<file path="config.mk">
export PLATFORM = sky130hd
export DESIGN_NAME = gpr_file_sb
export DESIGN_NICKNAME = d
export VERILOG_FILES = /design/src/rtl/gpr_file_sb.sv
export SDC_FILE = /design/constraint.sdc
export NUM_CORES = 1
export LEC_CHECK = 0
export ABC_AREA = 1
export CORE_MARGIN = 4
export CORE_UTILIZATION = 30
export DETAILED_ROUTE_END_ITERATION = 10
export PLACE_DENSITY_LB_ADDON = 0.08
export SETUP_SLACK_MARGIN = 0.05
export SYNTH_ARGS = -nofsm -noshare
export SYNTH_HDL_FRONTEND = slang
export SYNTH_SLANG_ARGS = --single-unit
export TNS_END_PERCENT = 30
</file>
<file path="constraint.sdc">
create_clock -name clk -period 3.6 [get_ports clk]
set_clock_uncertainty 0.05 [all_clocks]
set_input_delay 0.72 -clock clk [delete_from_list [all_inputs] [get_ports clk]]
set_output_delay 0.72 -clock clk [all_outputs]
set_load 0.05 [all_outputs]
</file>
<file path="src/rtl/gpr_file_sb.sv">
// Register file with per-register busy (scoreboard) bits, two read ports and writeback bypass.
// Reads are zero-cycle combinational; writes, issues and busy_count update on the rising clk edge.
// No backpressure inputs; stall is advisory, the OR of the two read-port busy flags.
module gpr_file_sb #(
   parameter int DATA_W   = 16,
   parameter int ADDR_W   = 3,
   parameter int ZERO_REG = 0
) (
   input  logic              clk,
   input  logic              rst_n,
   input  logic              reg_write_en,
   input  logic [ADDR_W-1:0] reg_write_dest,
   input  logic [DATA_W-1:0] reg_write_data,
   input  logic              reg_issue_en,
   input  logic [ADDR_W-1:0] reg_issue_dest,
   input  logic [ADDR_W-1:0] reg_read_addr_1,
   output logic [DATA_W-1:0] reg_read_data_1,
   output logic              reg_read_busy_1,
   input  logic [ADDR_W-1:0] reg_read_addr_2,
   output logic [DATA_W-1:0] reg_read_data_2,
   output logic              reg_read_busy_2,
   output logic              stall,
   output logic [ADDR_W:0]   busy_count
);

   localparam int DEPTH = 1 << ADDR_W;

   logic [DATA_W-1:0] regs [DEPTH];
   logic [DEPTH-1:0]  busy_q;
   logic [DEPTH-1:0]  busy_d;
   logic [ADDR_W:0]   count_d;
   logic              wr_ok;
   logic              iss_ok;

   logic [ADDR_W-1:0] rd_addr [2];
   logic [DATA_W-1:0] rd_data [2];
   logic              rd_busy [2];

   // Index 0 is immune to writes and issues when it is the hardwired zero register.
   always_comb begin
      wr_ok  = reg_write_en;
      iss_ok = reg_issue_en;
      if (ZERO_REG != 0) begin
         if (reg_write_dest == '0) wr_ok  = 1'b0;
         if (reg_issue_dest == '0) iss_ok = 1'b0;
      end
   end

   // Next busy vector: writeback clears, issue sets afterwards so issue wins on the same index.
   always_comb begin
      busy_d = busy_q;
      if (wr_ok)  busy_d[reg_write_dest] = 1'b0;
      if (iss_ok) busy_d[reg_issue_dest] = 1'b1;
   end

   // Population count of the next busy vector, so the registered count tracks the bits exactly.
   always_comb begin
      count_d = '0;
      for (int i = 0; i < DEPTH; i++) begin
         count_d = count_d + (ADDR_W+1)'(busy_d[i]);
      end
   end

   // Register data storage; cleared asynchronously, written on accepted writeback.
   always_ff @(posedge clk or negedge rst_n) begin
      if (!rst_n) begin
         for (int i = 0; i < DEPTH; i++) begin
            regs[i] <= '0;
         end
      end else if (wr_ok) begin
         regs[reg_write_dest] <= reg_write_data;
      end
   end

   // Busy bits and their registered population count.
   always_ff @(posedge clk or negedge rst_n) begin
      if (!rst_n) begin
         busy_q     <= '0;
         busy_count <= '0;
      end else begin
         busy_q     <= busy_d;
         busy_count <= count_d;
      end
   end

   assign rd_addr[0] = reg_read_addr_1;
   assign rd_addr[1] = reg_read_addr_2;

   // Per-port read: zero register, then writeback bypass, then stored state; all forced low in reset.
   for (genvar p = 0; p < 2; p++) begin : g_rd
      always_comb begin
         rd_data[p] = regs[rd_addr[p]];
         rd_busy[p] = busy_q[rd_addr[p]];
         if (!rst_n) begin
            rd_data[p] = '0;
            rd_busy[p] = 1'b0;
         end else if ((ZERO_REG != 0) && (rd_addr[p] == '0)) begin
            rd_data[p] = '0;
            rd_busy[p] = 1'b0;
         end else if (wr_ok && (reg_write_dest == rd_addr[p])) begin
            rd_data[p] = reg_write_data;
            rd_busy[p] = iss_ok && (reg_issue_dest == rd_addr[p]);
         end
      end
   end

   assign reg_read_data_1 = rd_data[0];
   assign reg_read_busy_1 = rd_busy[0];
   assign reg_read_data_2 = rd_data[1];
   assign reg_read_busy_2 = rd_busy[1];
   assign stall           = rd_busy[0] | rd_busy[1];

endmodule

</file>
Word-level counts from Yosys, hierarchy flattened
Cells that the tools add are included.

Flip-flop bits (word level): 140. Word-level logic and storage cells: 72. Output and inout bits: 39. Input port bits: 32.

Equal/unequal tests: 4. Mux-type cells: 27. Bitwise operators: 7. Reductions and logical operators: 7. $lt $le $gt $ge: 10. Add/sub/neg operators: 7.

Operators by type and width (count): two-way mux 16 bit (9); bitwise mux 128 bit (1); binary-select mux 16 bit (select 3 bit) (2); demux 16 bit (select 3 bit) (1); adder 4 x 1 -> 4 bit (4); less-than comparator 3 x 4 -> 1 bit (second input constant) (4); two-way mux 8 bit (2); equality test 3 bit (4); >= comparator 4 bit (second input constant) (3); inverter 3 -> 4 bit (3); bitwise AND 8 bit (1); two-way mux 1 bit (8); inverter 8 bit (1); bitwise OR 8 bit (1); logical AND 1 bit (7); binary-select mux 1 bit (select 3 bit) (2); demux 1 bit (select 3 bit) (2); >= comparator 3 x 1 -> 1 bit (second input constant) (2); adder 3 x 1 -> 4 bit (1); less-than comparator 4 x 1 -> 1 bit (second input constant) (1); adder 2 x 1 -> 3 bit (1); adder 1 x 1 -> 2 bit (1); bitwise OR 1 bit (1).

Longest topological paths before layout
Depth after elaboration: 16. Mapped depth: 14. Gate-level depth less buffers: 13.

Worst setup path after synthesis
OpenSTA, ideal clock, no wires.

Path kind: in2reg. Start: in reg_write_dest[1]. End: reg busy_count[2]. Buffers on the path: 1. Required time: 3427 ps. Arrival: 3430 ps. Stages on the path: 14. Setup slack: -3 ps. Library setup time: 123 ps. Cells stage by stage: buf_2 -> nor2_1 -> inv_1 -> nor2_1 -> o22ai_1 -> inv_1 -> fa_1 -> fa_1 -> fa_1 -> inv_1 -> ha_1 -> inv_1 -> fa_1 -> xnor2_1.

Cells in the longest elaborated chain, start to end: 16. Elaborated cells on any way between the ends: 17.

Ends and longest elaborated chain: from (decl) (RTL line 12) `input logic [ADDR_W-1:0] reg_write_dest,`; less-than comparator 3 x 4 -> 1 bit (not written as such) or >= comparator 3 x 1 -> 1 bit (tied branches) (RTL line 52) `if (wr_ok) busy_d[reg_write_dest] = 1'b0;`; logical AND 1 bit (not written as such) (RTL line 52); two-way mux 1 bit (not written as such) (RTL line 52); demux 1 bit (select 3 bit) * (RTL line 52); inverter 8 bit (no line) *; bitwise AND 8 bit (no line) *; two-way mux 8 bit * (RTL line 52); bitwise OR 8 bit (no line); two-way mux 8 bit * (RTL line 53) `if (iss_ok) busy_d[reg_issue_dest] = 1'b1;`; net busy_d[0] (RTL line 30) `logic [DEPTH-1:0] busy_d;`; adder 1 x 1 -> 2 bit * (RTL line 60) `count_d = count_d + (ADDR_W+1)'(busy_d[i]);`; adder 2 x 1 -> 3 bit * (RTL line 60); adder 3 x 1 -> 4 bit * (RTL line 60); adder 4 x 1 -> 4 bit * (4 in a row) (RTL line 60); net count_d[2] (RTL line 31) `logic [ADDR_W:0] count_d;`; to (signal assigned) (RTL line 82) `busy_count <= count_d;`; to (decl) (RTL line 23) `output logic [ADDR_W:0] busy_count`.

Mark *: on every way through the listed nets, which the timed path passes. The rest lies on a longest branch. A chain may end at the register's enable or synchronous reset.

Final worst setup path
Start: in reg_read_addr_2[1]. End: out reg_read_data_2[0].

Cells in the longest elaborated chain, start to end: 6. Elaborated cells on any way between the ends: 8.

Ends and longest elaborated chain: from (decl) (RTL line 19) `input logic [ADDR_W-1:0] reg_read_addr_2,`; inverter 3 -> 4 bit (not written as such) (RTL line 92) `rd_data[p] = regs[rd_addr[p]];`; binary-select mux 16 bit (select 3 bit) (RTL line 92); two-way mux 16 bit (not written as such) (2 in a row) (RTL line 92); two-way mux 16 bit * (RTL line 100) `end else if (wr_ok && (reg_write_dest == rd_addr[p])) begin`; two-way mux 16 bit * (RTL line 94) `if (!rst_n) begin`; to (decl) (RTL line 20) `output logic [DATA_W-1:0] reg_read_data_2,`.

Every way passes the cells marked *; elsewhere a longest branch is shown, timed or not. The select of a mux whose other input is x is not followed.

==> metrics <==
status completed; max_slew headroom 0.648; Syn-to-layout area delta 27.5%; Max-Cap Viols 0; # fillers 2865; critical-path maximum fanout 29; Max Freq 0.288 GHz; net count after synthesis about 1300; worst IR drop on VDD 0.000399 V; FF/Latch Area between 0.003 and 0.004 mm^2; top-area cell type share of the netlist area 0.418; RSZ-0062 raised after global routing yes; Main synth FF type dfrtp_1; DRT Wirelength 30.7 mm; clk buf depth 2; Core ar. roughly 0.027 mm^2; synth top area cells dfrtp_1 42%, nand2_1 16%, o21ai_0 12%; Die Height approximately 180 um; Synth Register Bits 140; CTS Buf Count 17; final slew viol count 0; share of layout cells above drive strength 1 0.113; R2R Path Start busy_q[1]; drt drc 0; detailed placement HPWL 19.0 mm; Setup Viol. Count Final 0; Routability Congestion roughly 0.81; Critical-path top delay cell clkdlybuf4s50_1; vias between 8000 and 9000; Die Width about 180 um; syn_area_per_cell around 6.8 um^2; Slew @ Worst Pin between 0.5 and 0.6 ns; Worst path max stage delay 0.58 ns; Seq/Total Area, Yosys 0.418; CP Buf/Inv Count 3; insertion delay to the later sink of the worst-skew pair 0.43 ns; cells after synthesis ~1200; CTS tree built; # clock sinks 140; ANT cells 0; crit path time final 3.47 ns; Worst R2R End busy_count[2]; reg2reg path depth 11; post-synth top area cell dfrtp_1; PwrDens roughly 540 mW/mm^2; Global Route Usage Sum 0.201; fin util 0.392; Synth top cells by count 348 x nand2_1, 196 x o21ai_0, 140 x dfrtp_1; nets ~1300; asr flop ratio synth 1.00; CP Data Arrival Time ~2.7 ns; synth unique cells 22; Synth warnings 0; Worst Path Required 2.83 ns; htree depth 4; largest delay contributor family on the critical path buffers and inverters; antenna violations before repair 1; CP endpoint kind output port; global route overflow 0; startpoint types input pin; IO Pins 71; routed len/inst between 15 and 20 um; port bufs 70; global-route wire length before repair about 48 mm; Final period util 0.965; vias in the first global route 7827; Leakage ~5 nW; 1st-iter DRT viols approximately 850; Crit Path Class input pin to output port; clock slew at reported path FFs about 0.07 ns; synthesized area ~0.0084 mm^2; Rows 60; DRT Pass-1 Iters 5; worst hold path type input pin to asynchronous set/reset pin; Worst R2R Setup Slack 0.54 ns; Multi-input gate area between 0.004 and 0.005 mm^2; Final Hold Fails 0; vias per cell ~4.9; Initial Util 0.308; top-count cell post-synth nand2_1; antenna-violating nets left 0; Cell Chain, Critical Path clkdlybuf4s50_1 -> xnor2_1 -> nand3_1 -> buf_12 -> nand2_1 -> nor2_1 -> nor2_1 -> buf_12; CTS root buf clkbuf_16; largest net degree at the start of global routing a little over 100; # hold bufs at CTS 0; setup_tns 0 ns; EDFF count, synth 0; area of the die 0.0307 mm^2
## metrics by stage
| stage | total power (W) | cell area (um^2) | hold slack (ns) | std cells | worst slack [ns] |
|---|---|---|---|---|---|
| floorplan | 0.00315 | 8390 | 0.374 | 1232 | 0.0627 |
| global placement | 0.00380 | 9980 | 0.441 | 1645 | -0.498 |
| detailed placement | 0.00382 | 9980 | 0.445 | 1645 | -0.509 |
| CTS | 0.00585 | 10700 | 0.104 | 1678 | 0.0607 |
| global route | 0.00615 | 10700 | 0.115 | 1678 | 0.0317 |
| finish | 0.00577 | 10700 | 0.112 | 1678 | 0.127 |
## worst max path at each step
stage | cells after the start | startpoint | endpoint | slack (ns)
floorplan | 13 | reg_write_dest[1] | busy_count[2] | 0.06
CTS | 14 | reg_issue_dest[1] | busy_count[2] | 0.06
finish | 8 | reg_read_addr_2[1] | reg_read_data_2[0] | 0.13
detailed placement | 14 | reg_write_dest[2] | busy_count[2] | -0.51
global route | 10 | reg_read_addr_2[1] | reg_read_data_2[0] | 0.03
global placement | 14 | reg_issue_dest[1] | busy_count[1] | -0.50
## sequential cells by signal, indices dropped and copies added (netlist names)
name        flops
regs          128
busy_q          8
busy_count      4
## layer usage
layer / routed length, um / vias to the layer above / track usage / part of all wire
met2: 13400 / 239 / 0.304 / 0.44
met4: 248 / 2 / 0.0363 / 0.0081
met5: 13 / - / 0 / 0.00042
met1: 15200 / 3889 / 0.298 / 0.50
li1: - / 4100 / - / -
met3: 1840 / 16 / 0.0457 / 0.060
## area by class of cell
class | instances | area share
clock buffers | 18 | 0.0411
clock inverters | 13 | 0.0202
well taps | 372 | 0.0435
flip-flops and latches | 140 | 0.328
multi-input cells | 911 | 0.387
repair buffers | 129 | 0.147
inverters | 95 | 0.0334
## power by group
part	switching [W]	internal, W
Sequential	0.000205	0.00190
Combinational	0.00102	0.000663
Clock	0.000737	0.00125
Total	0.00196	0.00381
## logic make-up after synthesis
logic type,share of synthesized area
xor+xnor,0.00522
fa+ha+maj,0.0140
buf+inv,0.0950
simple gates,0.289
compound gates,0.179
flops,0.418
## cell usage in the layout (no fill, tap or decap), drive strengths merged
master	instances
dlymetal6s2s	1
bufinv	5
xnor2	4
nand3	124
o22ai	7
dlygate4sd2	7
a21oi	81
xor2	1
fa	4
inv	96
clkbuf	18
nand2	349
clkinv	4
clkdlybuf4s50	24
buf	97
ha	3
dfrtp	140
nor2	127
o21ai	211
clkinvlp	3
## repair_timing
item / 4_1_cts / 5_1_grt
setup buffers: 2 / 0
gates resized for setup: 21 / 1
pin swaps: 6 / 0
setup endpoints to repair: 2 / 3
Note: power is estimated with default switching activity, not from simulation.
==> patch 1: new RTL, same settings <==
The parameter `ZERO_REG` goes from 0 to 1.
--- a/src/rtl/gpr_file_sb.sv
+++ b/src/rtl/gpr_file_sb.sv
@@ -6,3 +6,3 @@
    parameter int ADDR_W   = 3,
-   parameter int ZERO_REG = 0
+   parameter int ZERO_REG = 1
 ) (
Formal check against the unedited RTL: not equivalent (a bounded check fails within 4 cycles, from zero or initial values and one cycle with rst_n low).
==> patch 1 against the original RTL <==
  * Count of clock-buffer cells in the layout did not move
  * Total power fell by 4.6%
  * Synthesized area rose by 1.2%
  * Routed wire length rose by 1.8%
  * Setup slack improved by 34 ps
  * Clock power fell by 7%
  * Sequential cell count did not move
  * Cell area rose by 1.4%
==> patch 1: results (changes against the original RTL) <==
[outcome]
status = finished clean

[pwr]
vdd.ir_drop.worst_mv = 0.354  ; -11%
internal_power_w = 0.00356  ; -6.5%
power.static_leakage_nw = 5.14  ; +1.8%

[global_route]
gr-usage-all-layers_pct = 20.6  ; +0.47 points
first_global_vias = 8141  ; +4.0%
grt_pass1_wl_um = 49300  ; +3.3%
grt_max_degree = 141  ; +38%
antenna_found_initial = 0  ; -1

[detailed_routing]
drt-wirelength-per-cell_um = 18.7  ; +2.1%
drt_pre_antenna_iters = 5  ; unchanged
dr.first_iter.drc_count = 858  ; +0.47%
route.vias.total = 8213  ; -0.40%

[logic_synthesis]
synth.top_cells.by_count = nand2_1, nand3_1, dfrtp_1, o21ai_0, nor2_1
synthesis.yosys.warnings = 0  ; unchanged
distinct_cell_type_count_after_synthesis = 31  ; +41%
synth_sequential_area_ratio_pct = 41.3  ; -0.50 points
mappedNetlistNets = 1251  ; -1.6%
ys_async_sr_fraction_pct = 100  ; unchanged
yosys-top-cells-area = dfrtp_1, nand2_1, nand3_1

[cts]
cts.path.max_buffers = 2  ; unchanged
worstSkewPairLatency_ps = 420
ctsHtreeMaxLevel = 4  ; unchanged
postCtsHoldBufs = 0  ; unchanged
path_clk_slew_ps = 70  ; about the same
clk_root_buffer_cell = clkbuf_16
cts_buffers = 17  ; unchanged

[critical_path]
slowest_stage = clkdlybuf4s50_1
critical-path-max-stage-delay_ps = 480  ; -100 ps
r2r.worst_path.cells = 11  ; unchanged
crit_arrival_ps = 2670  ; -30 ps
critPathMaxFanout = 10  ; -66%

[cells_and_area]
largest_registers = regs (128), busy_q (8), busy_count (4)
drive_above_1_share_pct = 15.5  ; +4.2 points
num_antenna_cells = 0  ; unchanged

[placed_design]
placement.cell_area_mm2 = 0.0102  ; +2.0%
place_hpwl_um = 19400  ; +1.9%
port_buffers = 70  ; unchanged
gp_routability_congestion = 0.790  ; -2.8%

[sta]
max_slew.worst_pin.slew_ps = 859  ; +330 ps

[worst_hold_path]
holdCritPathClass = in2async

[patch 1: path summary, 6_finish.rpt]
kind                                        from                      end  slack [ps]
max                           reg_read_addr_1[1]       reg_read_data_1[9]         160
min                                        rst_n     regs[96]$_DFFE_PN0P_         320
max reg2reg                  busy_q[3]$_DFF_PN0_  busy_count[2]$_DFF_PN0_         560
min reg2reg                regs[116]$_DFFE_PN0P_    regs[116]$_DFFE_PN0P_         360
max in group asynchronous                  rst_n     regs[29]$_DFFE_PN0P_        2480
min in group clk           regs[116]$_DFFE_PN0P_    regs[116]$_DFFE_PN0P_         360
[patch 1: worst max-delay path, delay by kind of cell]
family	cells	cell delay [ps]
buffers and inverters	4	1110
and+or+nand+nor	6	830
[patch 1: cell families after synthesis]
logic type	Yosys count	share of synthesized area, %
flip-flops	140	41.3
AND/OR/NAND/NOR	704	35.4
XOR/XNOR	5	0.693
adder cells (fa/ha/maj)	7	1.39
buffers and inverters	177	9.58
AO/OA/AOI/OAI	179	11.6
[patch 1: repair_timing]
item / 4_1_cts / 5_1_grt
pin swaps: 4 / 8
setup endpoints to repair: 8 / 21
buffers inserted: 0 / 3
gates resized for setup: 4 / 14
[patch 1: per-stage QoR]
step                      setup slack, ps  std cells
after floorplan                      33.2       1212
after global placement               -567       1637
after detailed placement             -572       1637
after CTS                            59.5       1669
after global routing                 40.9       1672
final                                 161       1672
[patch 1: cell type report]
cell class / instances / area [µm²]
Clock inverter: 14 / 171
Timing Repair Buffer: 145 / 1750
Tap cell: 378 / 473
Sequential cell: 140 / 3500
Clock buffer: 18 / 439
Multi-Input combinational cell: 895 / 4200
Fill cell: 2917 / 17000
Inverter: 82 / 308
[patch 1: routing by layer]
layer | part of all wire (%) | routed length [µm] | global-route usage, % | up-vias
met5 | 0 | 0 | 0 | -
met4 | 2.0 | 634 | 6.34 | 0
met1 | 47 | 14800 | 29.9 | 3865
li1 | - | - | - | 4060
met3 | 5.5 | 1730 | 3.10 | 41
met2 | 45 | 14000 | 31.8 | 247
[patch 1: power by group through the flow]
stage	clock network [W]	registers, W	logic (W)
after floorplan	0	0.00210	0.000949
after global placement	0	0.00208	0.00158
after detailed placement	0	0.00208	0.00160
after CTS	0.00191	0.00205	0.00160
after global routing	0.00197	0.00209	0.00178
final	0.00186	0.00206	0.00159
==> patch 2: new RTL, same flow settings <==
Without the edit above. Put one more register stage on the output `busy_count`, with the module's reset. The value now appears one clock later. The other outputs are not delayed to match. Comments in the files are not updated.
--- a/src/rtl/gpr_file_sb.sv
+++ b/src/rtl/gpr_file_sb.sv
@@ -26,2 +26,4 @@
    localparam int DEPTH = 1 << ADDR_W;
+
+   logic [ADDR_W:0] busy_count_s0;
 
@@ -78,6 +80,6 @@
          busy_q     <= '0;
-         busy_count <= '0;
+         busy_count_s0 <= '0;
       end else begin
          busy_q     <= busy_d;
-         busy_count <= count_d;
+         busy_count_s0 <= count_d;
       end
@@ -112,2 +114,10 @@
 
+   always_ff @(posedge clk or negedge rst_n) begin
+      if (!rst_n) begin
+         busy_count <= '0;
+      end else begin
+         busy_count <= busy_count_s0;
+      end
+   end
+
 endmodule
Formal check against the unedited RTL: not equivalent (Yosys sat finds a counterexample within 4 cycles, from zero or initial values and one cycle with rst_n low).
==> patch 2 against the original RTL <==
  * Synthesized area rose by 1.1%
  * Count of clock-buffer cells in the layout unchanged
  * Cell area is 1.6% higher
  * Global-route usage increased by 0.36 points
  * Register-to-register slack lost 60 ps
  * Synthesized cell count is 0.24% higher
  * Total power is essentially flat
  * Routed wire length grew 0.52%
  * Sequential cell count increased by 4
  * Setup slack better by 18 ps
  * Final cell count is 1.3% higher
  * Critical path depth is 6 higher
  * Largest cell class unchanged
==> patch 2: results (changes against the original RTL) <==
[outcome]
status = finished clean

[global_route]
gr-usage-all-layers_pct = 20.5  ; +0.36 points
first_global_vias = 8295  ; +6.0%

[logic_synthesis]
synth_sequential_area_ratio_pct = 42.5  ; +0.74 points
synth.top_cells.by_count = nand2_1, dfrtp_1, o21ai_0, nor2_1, nand3_1
post_synth_instance_area_mm2 = 0.00848  ; +1.1%

[placed_design]
gp_routability_congestion = 0.857  ; +5.5%
place_hpwl_um = 19300  ; +1.6%

[pwr]
vdd.ir_drop.worst_mv = 0.297  ; -26%
power.static_leakage_nw = 5.12  ; +1.6%
pwr.group.clock_w = 0.00187  ; -6%
power_sequential_w = 0.00216  ; +3%

[sta]
max_slew.worst_pin.slew_ps = 876  ; +347 ps
finalHoldWorstSlack_ps = 122  ; +10.4 ps

[detailed_routing]
detail_route.wirelength.met1_um = 15300  ; +0.47%
dr.first_iter.drc_count = 677  ; -21%
maxUsedRoutingLayer = met4
drt_pre_antenna_iters = 7  ; +2
routed_wire_length_um = 30800  ; +0.52%

[cells_and_area]
nFillCells = 2938  ; +2.5%
drive_above_1_share_pct = 12.8  ; +1.5 points
largest_registers = regs (128), busy_q (8)

[critical_path]
slowest_stage = fa_1
critPathMaxFanout = 3  ; -90%
crit_arrival_ps = 3720  ; +1020 ps

-- patch 2: changes by cell type in the layout (fill, tap and decap cells not counted), sizes merged --
cell / unedited run / this run
clkbuf: 18 / 19
dlymetal6s2s: 1 / 0
clkdlybuf4s15: 0 / 1
inv: 96 / 101
dfrtp: 140 / 144
clkinv: 4 / 3
buf: 97 / 108
bufinv: 5 / 3
clkinvlp: 3 / 2
dlygate4sd2: 7 / 6
-- patch 2: worst register-to-register path: stages (launching register included) --
cell	delay, ps
dfrtp_1	390
inv_1	70
o22ai_2	150
inv_1	80
fa_1	490
fa_1	570
fa_1	430
inv_1	70
ha_2	160
inv_1	50
fa_1	370
xnor2_1	130
-- patch 2: cell families (layout without fill, tap and decap cells) --
kind of cell	after synthesis	in the layout	synth area share, %
fa+ha+maj	7	7	1.39
buf+inv	180	267	9.28
flops	144	144	42.5
simple gates	600	600	28.5
compound gates	299	299	17.8
xor+xnor	5	5	0.517
-- patch 2: path summary, 6_finish.rpt --
path	start	end
max in group asynchronous	rst_n	regs[125]$_DFFE_PN0P_
setup / recovery	reg_issue_dest[1]	busy_count_s0[2]$_DFF_PN0_
hold / removal	rst_n	regs[79]$_DFFE_PN0P_
setup reg to reg	busy_q[3]$_DFF_PN0_	busy_count_s0[2]$_DFF_PN0_
min in group clk	busy_count_s0[1]$_DFF_PN0_	busy_count[1]$_DFF_PN0_
hold reg to reg	busy_count_s0[1]$_DFF_PN0_	busy_count[1]$_DFF_PN0_
-- patch 2: routing by layer --
metal	vias to the layer above	GRT usage [%]
met3	32	3.36
met4	0	5.72
li1	4156	-
met5	-	0
met1	3981	30.1
met2	195	31.2
-- patch 2: metrics by stage --
| step | instance area (µm²) | std cells | worst slack (ps) | power [W] |
|---|---|---|---|---|
| 5_1_grt | 10900 | 1700 | 38.2 | 0.00616 |
| 4_1_cts | 10800 | 1698 | 189 | 0.00582 |
| 6_report | 10900 | 1700 | 145 | 0.00577 |
| 2_1_floorplan | 8480 | 1235 | 78.0 | 0.00324 |
| 3_3_place_gp | 10200 | 1664 | -667 | 0.00391 |
| 3_5_place_dp | 10200 | 1664 | -754 | 0.00393 |
-- patch 2: cell type report --
class	count	area, µm²	share of cell area [%]
Clock inverter	14	179	1.65
Sequential cell	144	3600	33.2
Multi-Input combinational cell	911	4160	38.3
Clock buffer	18	429	3.95
Timing Repair Buffer	140	1660	15.3
Tap cell	378	473	4.36
Inverter	95	357	3.28
-- patch 2: timing repair --
item                       CTS  global route
setup endpoints to repair    2             1
pin swaps                    9             6
setup buffers                2             2
cloned                       0             0
resized for setup           19            10
